==> config.mk <==
export PLATFORM = sky130hd
export DESIGN_NAME = pellet_tracker_flat
export DESIGN_NICKNAME = d
export VERILOG_FILES = /design/src/rtl/pacman_pkg.sv /design/src/rtl/pellet_tracker_if.sv /design/src/rtl/pellet_tracker_fruit_hit.sv /design/src/rtl/pellet_tracker.sv /design/src/flat_wrapper.sv
export SDC_FILE = /design/constraint.sdc
export NUM_CORES = 2
export LEC_CHECK = 0
export CORE_AREA = 2 2 726 728
export CTS_BUF_LIST = sky130_fd_sc_hd__clkbuf_8 sky130_fd_sc_hd__clkbuf_16
export CTS_CLUSTER_SIZE = 12
export DETAILED_ROUTE_END_ITERATION = 10
export DIE_AREA = 0 0 728 730
export PLACE_DENSITY = 0.41
export SLEW_MARGIN = 20
export SYNTH_ARGS = -nofsm -noshare
export SYNTH_HDL_FRONTEND = slang
export SYNTH_SLANG_ARGS = --single-unit
==> constraint.sdc <==
create_clock -name Clk -period 8.2 [get_ports Clk]
set_input_delay 0.82 -clock Clk [delete_from_list [all_inputs] [get_ports Clk]]
set_output_delay 0.82 -clock Clk [all_outputs]
set_load 0.1 [all_outputs]
==> src/rtl/pacman_pkg.sv <==
// Shared maze geometry, initial dot bitmap and tracker state type for the
// Pac-Man game-state pipeline.
package pacman_pkg;

  localparam int unsigned GRID_ORIGIN = 56;
  localparam int unsigned TILE        = 8;
  localparam int unsigned GRID_N      = 42;

  // Indexed [col][row]; bit set = dot present.
  typedef logic [GRID_N-1:0][GRID_N-1:0] dot_map_t;

  typedef enum logic [1:0] {RUN, REVERSAL, CLEAR} tracker_state_t;

  // Walls are isolated pillars on every 7th tile in both axes.
  function automatic dot_map_t build_dot_init();
    dot_map_t m;
    m = '1;
    for (int unsigned c = 0; c < GRID_N; c++)
      for (int unsigned r = 0; r < GRID_N; r++)
        if ((c % 7) == 3 && (r % 7) == 3) m[c][r] = 1'b0;
    return m;
  endfunction

  function automatic logic [10:0] count_dots(dot_map_t m);
    logic [10:0] n;
    n = '0;
    for (int unsigned c = 0; c < GRID_N; c++)
      for (int unsigned r = 0; r < GRID_N; r++)
        n = n + 11'(m[c][r]);
    return n;
  endfunction

  localparam dot_map_t    DOT_INIT       = build_dot_init();
  localparam logic [10:0] DOT_INIT_COUNT = count_dots(DOT_INIT);

endpackage

==> src/rtl/pellet_tracker_if.sv <==
// Per-frame game inputs and the bitmap/flags handed on to color_mapper.
interface pellet_tracker_if;
  import pacman_pkg::*;

  logic        frame_tick;
  logic        freeze;
  logic [9:0]  pacmanX;
  logic [9:0]  pacmanY;
  logic [9:0]  fruit_location [6];
  dot_map_t    dots;
  logic        first_on;
  logic        second_on;
  logic        third_on;
  logic        reversal;
  logic [15:0] score;
  logic [10:0] dots_left;
  logic        level_clear;

  modport master (
    output frame_tick, freeze, pacmanX, pacmanY, fruit_location,
    input  dots, first_on, second_on, third_on, reversal, score, dots_left, level_clear
  );

  modport slave (
    input  frame_tick, freeze, pacmanX, pacmanY, fruit_location,
    output dots, first_on, second_on, third_on, reversal, score, dots_left, level_clear
  );
endinterface

==> src/rtl/pellet_tracker_fruit_hit.sv <==
// Combinational overlap test: Pac-Man within 8 pixels of a fruit on both axes.
module fruit_hit (
  input  logic [9:0] pac_x,
  input  logic [9:0] pac_y,
  input  logic [9:0] fruit_x,
  input  logic [9:0] fruit_y,
  output logic       hit
);
  logic signed [10:0] dx;
  logic signed [10:0] dy;

  always_comb begin
    dx  = $signed({1'b0, pac_x}) - $signed({1'b0, fruit_x});
    dy  = $signed({1'b0, pac_y}) - $signed({1'b0, fruit_y});
    hit = (dx > -11'sd8) && (dx < 11'sd8) && (dy > -11'sd8) && (dy < 11'sd8);
  end
endmodule

==> src/rtl/pellet_tracker.sv <==
// Per-frame dot/fruit consumption, score keeping and frightened-mode timer
// feeding color_mapper.
module pellet_tracker
  import pacman_pkg::*;
#(
  parameter int unsigned REV_FRAMES = 300,
  parameter int unsigned DOT_PTS    = 10,
  parameter int unsigned FRUIT_PTS  = 50,
  parameter dot_map_t    DOT_MASK   = DOT_INIT
) (
  input logic              Clk,
  input logic              Reset_n,
  pellet_tracker_if.slave  bus
);
  localparam logic [10:0] DOT_COUNT = count_dots(DOT_MASK);
  localparam logic [9:0]  LO        = 10'(GRID_ORIGIN);
  localparam logic [9:0]  HI        = 10'(GRID_ORIGIN + TILE * (GRID_N - 1));

  tracker_state_t state;
  dot_map_t       dots_q;
  logic [15:0]    score_q;
  logic [10:0]    left_q;
  logic [2:0]     fruit_en;
  logic [15:0]    rev_cnt;

  logic [9:0]  off_x, off_y;
  logic [5:0]  col, row;
  logic        tile_ok, dot_hit, evaluate;
  logic [2:0]  fruit_hit_v, fruit_eat;
  logic [1:0]  n_fruit;
  logic [16:0] sum;
  logic [15:0] score_nx;
  logic [10:0] left_nx;

  fruit_hit u_fruit0 (.pac_x(bus.pacmanX), .pac_y(bus.pacmanY),
    .fruit_x(bus.fruit_location[0]), .fruit_y(bus.fruit_location[1]), .hit(fruit_hit_v[0]));
  fruit_hit u_fruit1 (.pac_x(bus.pacmanX), .pac_y(bus.pacmanY),
    .fruit_x(bus.fruit_location[2]), .fruit_y(bus.fruit_location[3]), .hit(fruit_hit_v[1]));
  fruit_hit u_fruit2 (.pac_x(bus.pacmanX), .pac_y(bus.pacmanY),
    .fruit_x(bus.fruit_location[4]), .fruit_y(bus.fruit_location[5]), .hit(fruit_hit_v[2]));

  always_comb begin
    off_x   = '0;
    off_y   = '0;
    col     = '0;
    row     = '0;
    tile_ok = 1'b0;
    // Subtract only inside the window so the offsets never wrap.
    if (bus.pacmanX >= LO && bus.pacmanX <= HI && bus.pacmanY >= LO && bus.pacmanY <= HI) begin
      off_x   = bus.pacmanX - LO;
      off_y   = bus.pacmanY - LO;
      tile_ok = (off_x[2:0] == 3'd0) && (off_y[2:0] == 3'd0);
      col     = 6'(off_x >> 3);
      row     = 6'(off_y >> 3);
    end
    dot_hit   = tile_ok && dots_q[col][row];
    fruit_eat = fruit_hit_v & fruit_en;
    n_fruit   = {1'b0, fruit_eat[0]} + {1'b0, fruit_eat[1]} + {1'b0, fruit_eat[2]};
    sum       = {1'b0, score_q} + (dot_hit ? 17'(DOT_PTS) : 17'd0)
              + 17'(n_fruit) * 17'(FRUIT_PTS);
    score_nx  = sum[16] ? '1 : sum[15:0];
    left_nx   = (dot_hit && left_q != '0) ? left_q - 11'd1 : left_q;
    evaluate  = bus.frame_tick && !bus.freeze && state != CLEAR;
  end

  always_ff @(posedge Clk or negedge Reset_n) begin
    if (!Reset_n) begin
      state    <= RUN;
      dots_q   <= DOT_MASK;
      score_q  <= '0;
      left_q   <= DOT_COUNT;
      fruit_en <= '1;
      rev_cnt  <= '0;
    end else if (evaluate) begin
      score_q  <= score_nx;
      left_q   <= left_nx;
      fruit_en <= fruit_en & ~fruit_eat;
      if (dot_hit) dots_q[col][row] <= 1'b0;
      if (left_nx == '0) begin
        state   <= CLEAR;
        rev_cnt <= '0;
      end else if (|fruit_eat) begin
        state   <= REVERSAL;
        rev_cnt <= 16'(REV_FRAMES);
      end else if (state == REVERSAL) begin
        if (rev_cnt == 16'd1) begin
          state   <= RUN;
          rev_cnt <= '0;
        end else begin
          rev_cnt <= rev_cnt - 16'd1;
        end
      end
    end
  end

  assign bus.dots        = dots_q;
  assign bus.score       = score_q;
  assign bus.dots_left   = left_q;
  assign bus.first_on    = fruit_en[0];
  assign bus.second_on   = fruit_en[1];
  assign bus.third_on    = fruit_en[2];
  assign bus.reversal    = (state == REVERSAL);
  assign bus.level_clear = (state == CLEAR);
endmodule

==> src/flat_wrapper.sv <==
// flat-port wrapper written by rule: the top's interface ports become plain ports
module pellet_tracker_flat import pacman_pkg::*;
#(
  parameter int unsigned REV_FRAMES = 300,
  parameter int unsigned DOT_PTS    = 10,
  parameter int unsigned FRUIT_PTS  = 50,
  parameter dot_map_t    DOT_MASK   = DOT_INIT
)
  (Clk, Reset_n, bus_frame_tick, bus_freeze, bus_pacmanX, bus_pacmanY, bus_fruit_location, bus_dots, bus_first_on, bus_second_on, bus_third_on, bus_reversal, bus_score, bus_dots_left, bus_level_clear);
  pellet_tracker_if bus_i ();
  input logic Clk;
  input logic Reset_n;
  input wire logic [$bits(bus_i.frame_tick)-1:0] bus_frame_tick;
  input wire logic [$bits(bus_i.freeze)-1:0] bus_freeze;
  input wire logic [$bits(bus_i.pacmanX)-1:0] bus_pacmanX;
  input wire logic [$bits(bus_i.pacmanY)-1:0] bus_pacmanY;
  input wire logic [$bits(bus_i.fruit_location)-1:0] bus_fruit_location;
  output wire logic [$bits(bus_i.dots)-1:0] bus_dots;
  output wire logic [$bits(bus_i.first_on)-1:0] bus_first_on;
  output wire logic [$bits(bus_i.second_on)-1:0] bus_second_on;
  output wire logic [$bits(bus_i.third_on)-1:0] bus_third_on;
  output wire logic [$bits(bus_i.reversal)-1:0] bus_reversal;
  output wire logic [$bits(bus_i.score)-1:0] bus_score;
  output wire logic [$bits(bus_i.dots_left)-1:0] bus_dots_left;
  output wire logic [$bits(bus_i.level_clear)-1:0] bus_level_clear;
  assign bus_i.frame_tick = bus_frame_tick;
  assign bus_i.freeze = bus_freeze;
  assign bus_i.pacmanX = bus_pacmanX;
  assign bus_i.pacmanY = bus_pacmanY;
  assign bus_i.fruit_location = {>>{bus_fruit_location}};
  assign bus_dots = bus_i.dots;
  assign bus_first_on = bus_i.first_on;
  assign bus_second_on = bus_i.second_on;
  assign bus_third_on = bus_i.third_on;
  assign bus_reversal = bus_i.reversal;
  assign bus_score = bus_i.score;
  assign bus_dots_left = bus_i.dots_left;
  assign bus_level_clear = bus_i.level_clear;
  pellet_tracker #(.REV_FRAMES(REV_FRAMES), .DOT_PTS(DOT_PTS), .FRUIT_PTS(FRUIT_PTS), .DOT_MASK(DOT_MASK)) u_core (.Clk(Clk), .Reset_n(Reset_n), .bus(bus_i));
endmodule
==> run summary <==
Placement Rows = 266
Max stage delay cell, worst path = o21ai_0
Peak Freq = 122 MHz
Post-Syn Instances = 7,330
DP Wirelength = 630,000 µm
DRC violation count after routing = 0
area leader, netlist = dfstp_2
vias in the first global route = 79,900
Post-Syn Nets = 7,503
largest net degree at the start of global routing = 164
most frequent cells in the layout = dfstp_2, clkdlybuf4s50_1, a21boi_0
# hold bufs at CTS = 0
WL final = 794,000 µm
H-tree depth = 4
Core Box Area = 524,000 µm²
Slew headroom = 0.0186
failing checks = negative setup slack
Crit path max-delay family = compound AO/OA/AOI/OAI gates
Lkg Pwr = 47.7 nW
clk buf depth = 4
gr usage total = 0.287
Slew Viols, Final = 0
Unique masters post-synth = 96
nets@finish = 10,000
total die area = 531,000 µm²
Min Clock Period, post-route = 8.20 ns
CP required = 9.07 ns
mapped cell area = 83,000 µm²
layout cells sized above 1 = 0.378
Finished Layout Cells = 17,100
worst min path class = input port to async pin
top-area cell type share of the netlist area = 0.549
Clock transition at path regs = 0.06 ns
initial antenna violation count = 163
grt ovf = 0
cell repeated most along the worst path = buf_4
Max Cap Viol = 0
Die W = 728 µm
drt pass-1 iters = 7
clock latency on the worst-skew pair = 0.99 ns
final setup fails = 1
YS warnings = 0
pwr/cell area = 178 nW/µm²
Avg WL per Cell = 46.5 µm
Routed Antenna Nets = 0
number of buffers created by CTS = 234
Final Hold Viols = 0
EDFF count, synth = 0
Worst Path Arrival = 9.08 ns
#FFs+latches synth = 1,812
worst reg-to-reg path cell count = 30
Starting DRT DRC Count = 9,166
number of I/O port buffers = 1,879
worst-margin pin slew = 1.46 ns
Setup CP Type = input port to flip-flop
Setup crit start = bus_pacmanX[0]
Max FO, Critical Path = 21
fin crit share = 1.00
run status = finished, violations left
CP startpoint kind = input port
Primary FF master, synth = dfstp_2
FF-to-FF Start = u_core.bus.dots[1392]
clk root buf = clkbuf_16
Vias = 82,900
Critical Path Stages = 31
top post-synthesis cells by area = dfstp_2, a21boi_0, o21a_1
placed cells = 16,600
sequential-to-total area share from yosys stat = 0.572
synthesis-to-layout area growth = 54.6%
commonest non-fill, non-tap cell in the layout = dfstp_2
CP max stage delay = 1.11 ns
syn avg cell area = 11.3 µm²
Tot Pwr = 22.9 mW
CTS tree = yes
Worst Skew = 0.0901 ns
I/O pin count = 1,880
DIE HEIGHT = 730 µm
VDD IR max = 176 µV
Starting Density = 0.159
RSZ-0062 raised after global routing = false
clk sinks = 1,812
final weighted congestion in routability-driven placement = 0.942
Worst setup EP type = flip-flop
post-route setup slack = -0.00284 ns
Critical path buffers and inverters = 11
global-route wire length before repair = 984,000 µm
vias per cell = 4.85
asr flop ratio synth = 1.00
[layer usage]
layer	GRT usage	vias to the layer above	wire, µm
li1	-	32200	-
met1	0.367	44600	327000
met2	0.453	5071	357000
met3	0.0767	991	67400
met4	0.129	30	42500
met5	0.00109	-	265
[registers in the layout, summed over array words and instances, names as in the netlist]
signal and flops:
u_core.bus.score 16, u_core.state 2, u_core.bus.dots_left 11, u_core.bus.dots 1764
u_core.fruit_en 3, u_core.rev_cnt 16
[per-stage QoR]
stage / TNS, ns / worst slack, ns / utilization / hold WS (ns) / area, µm²
6_report: -0.00284 / -0.00284 / 0.245 / 0.121 / 128000
5_1_grt: 0 / 0.00285 / 0.245 / 0.0974 / 128000
4_1_cts: 0 / 0.0346 / 0.245 / 0.0686 / 128000
3_5_place_dp: -727.46 / -1.27 / 0.230 / 0.437 / 120000
3_3_place_gp: -662.21 / -1.51 / 0.229 / 0.439 / 120000
2_1_floorplan: 0 / 1.82 / - / 0.478 / 83000
[what timing repair did]
item	CTS	global route
gates resized for setup	3	5
pin swaps	0	3
gates cloned	0	0
setup buffers	0	4
setup endpoints to repair	16	16
[report_power, final]
group	switching [mW]	internal (mW)
Combinational	2.00	0.872
Sequential	0.0451	9.02
Clock	4.70	6.24
Total	6.74	16.1
[cell usage after synthesis (54+ instances only)]
cell type and instances:
nand3_1 99, o22ai_1 297, nor4_1 54, o21ai_0 203
nand2_1 342, mux2i_1 119, buf_2 121, or3_1 68
a31oi_1 73, o221ai_1 76, ha_1 80, dfstp_2 1735
a211oi_1 58, dfrtp_1 77, mux2_2 54, a21oi_1 207
a21boi_0 1106, o21a_1 679, nor2_1 380, clkbuf_1 451
inv_1 142, nor3_1 208
[area by class of cell]
type,count,area (µm²)
multi-input cells,4729,33700
well taps,6968,8720
inverters,143,549
diodes,72,180
repair buffers,2949,29700
fillers,55900,395000
flip-flops and latches,1812,47500
clock buffers,284,6540
clock inverters,142,1370
[cell families (layout without fill, tap and decap cells)]
group           after synthesis  after routing  synth area share
mux                         192            192            0.0268
flops                      1812           1812             0.572
buf+inv                     789           3518            0.0390
simple gates               1329           1329            0.0754
fa+ha+maj                    89             89            0.0142
other cells                   0             72                 0
xor+xnor                     67             67           0.00707
compound gates             3052           3052             0.265
[path summary, 6_finish.rpt]
| check | endpoint | slack [ns] |
|---|---|---|
| setup / recovery | u_core.bus.score[5] | -0.003 |
| hold / removal | u_core.bus.dots[764] | 0.12 |
| setup reg to reg | u_core.bus.score[5] | 1.55 |
| hold reg to reg | u_core.bus.dots[1072] | 0.45 |
| max in group asynchronous | u_core.bus.dots[717] | 6.13 |
| min in group Clk | u_core.bus.dots[1072] | 0.45 |
Power figures use the tool's default switching activity.
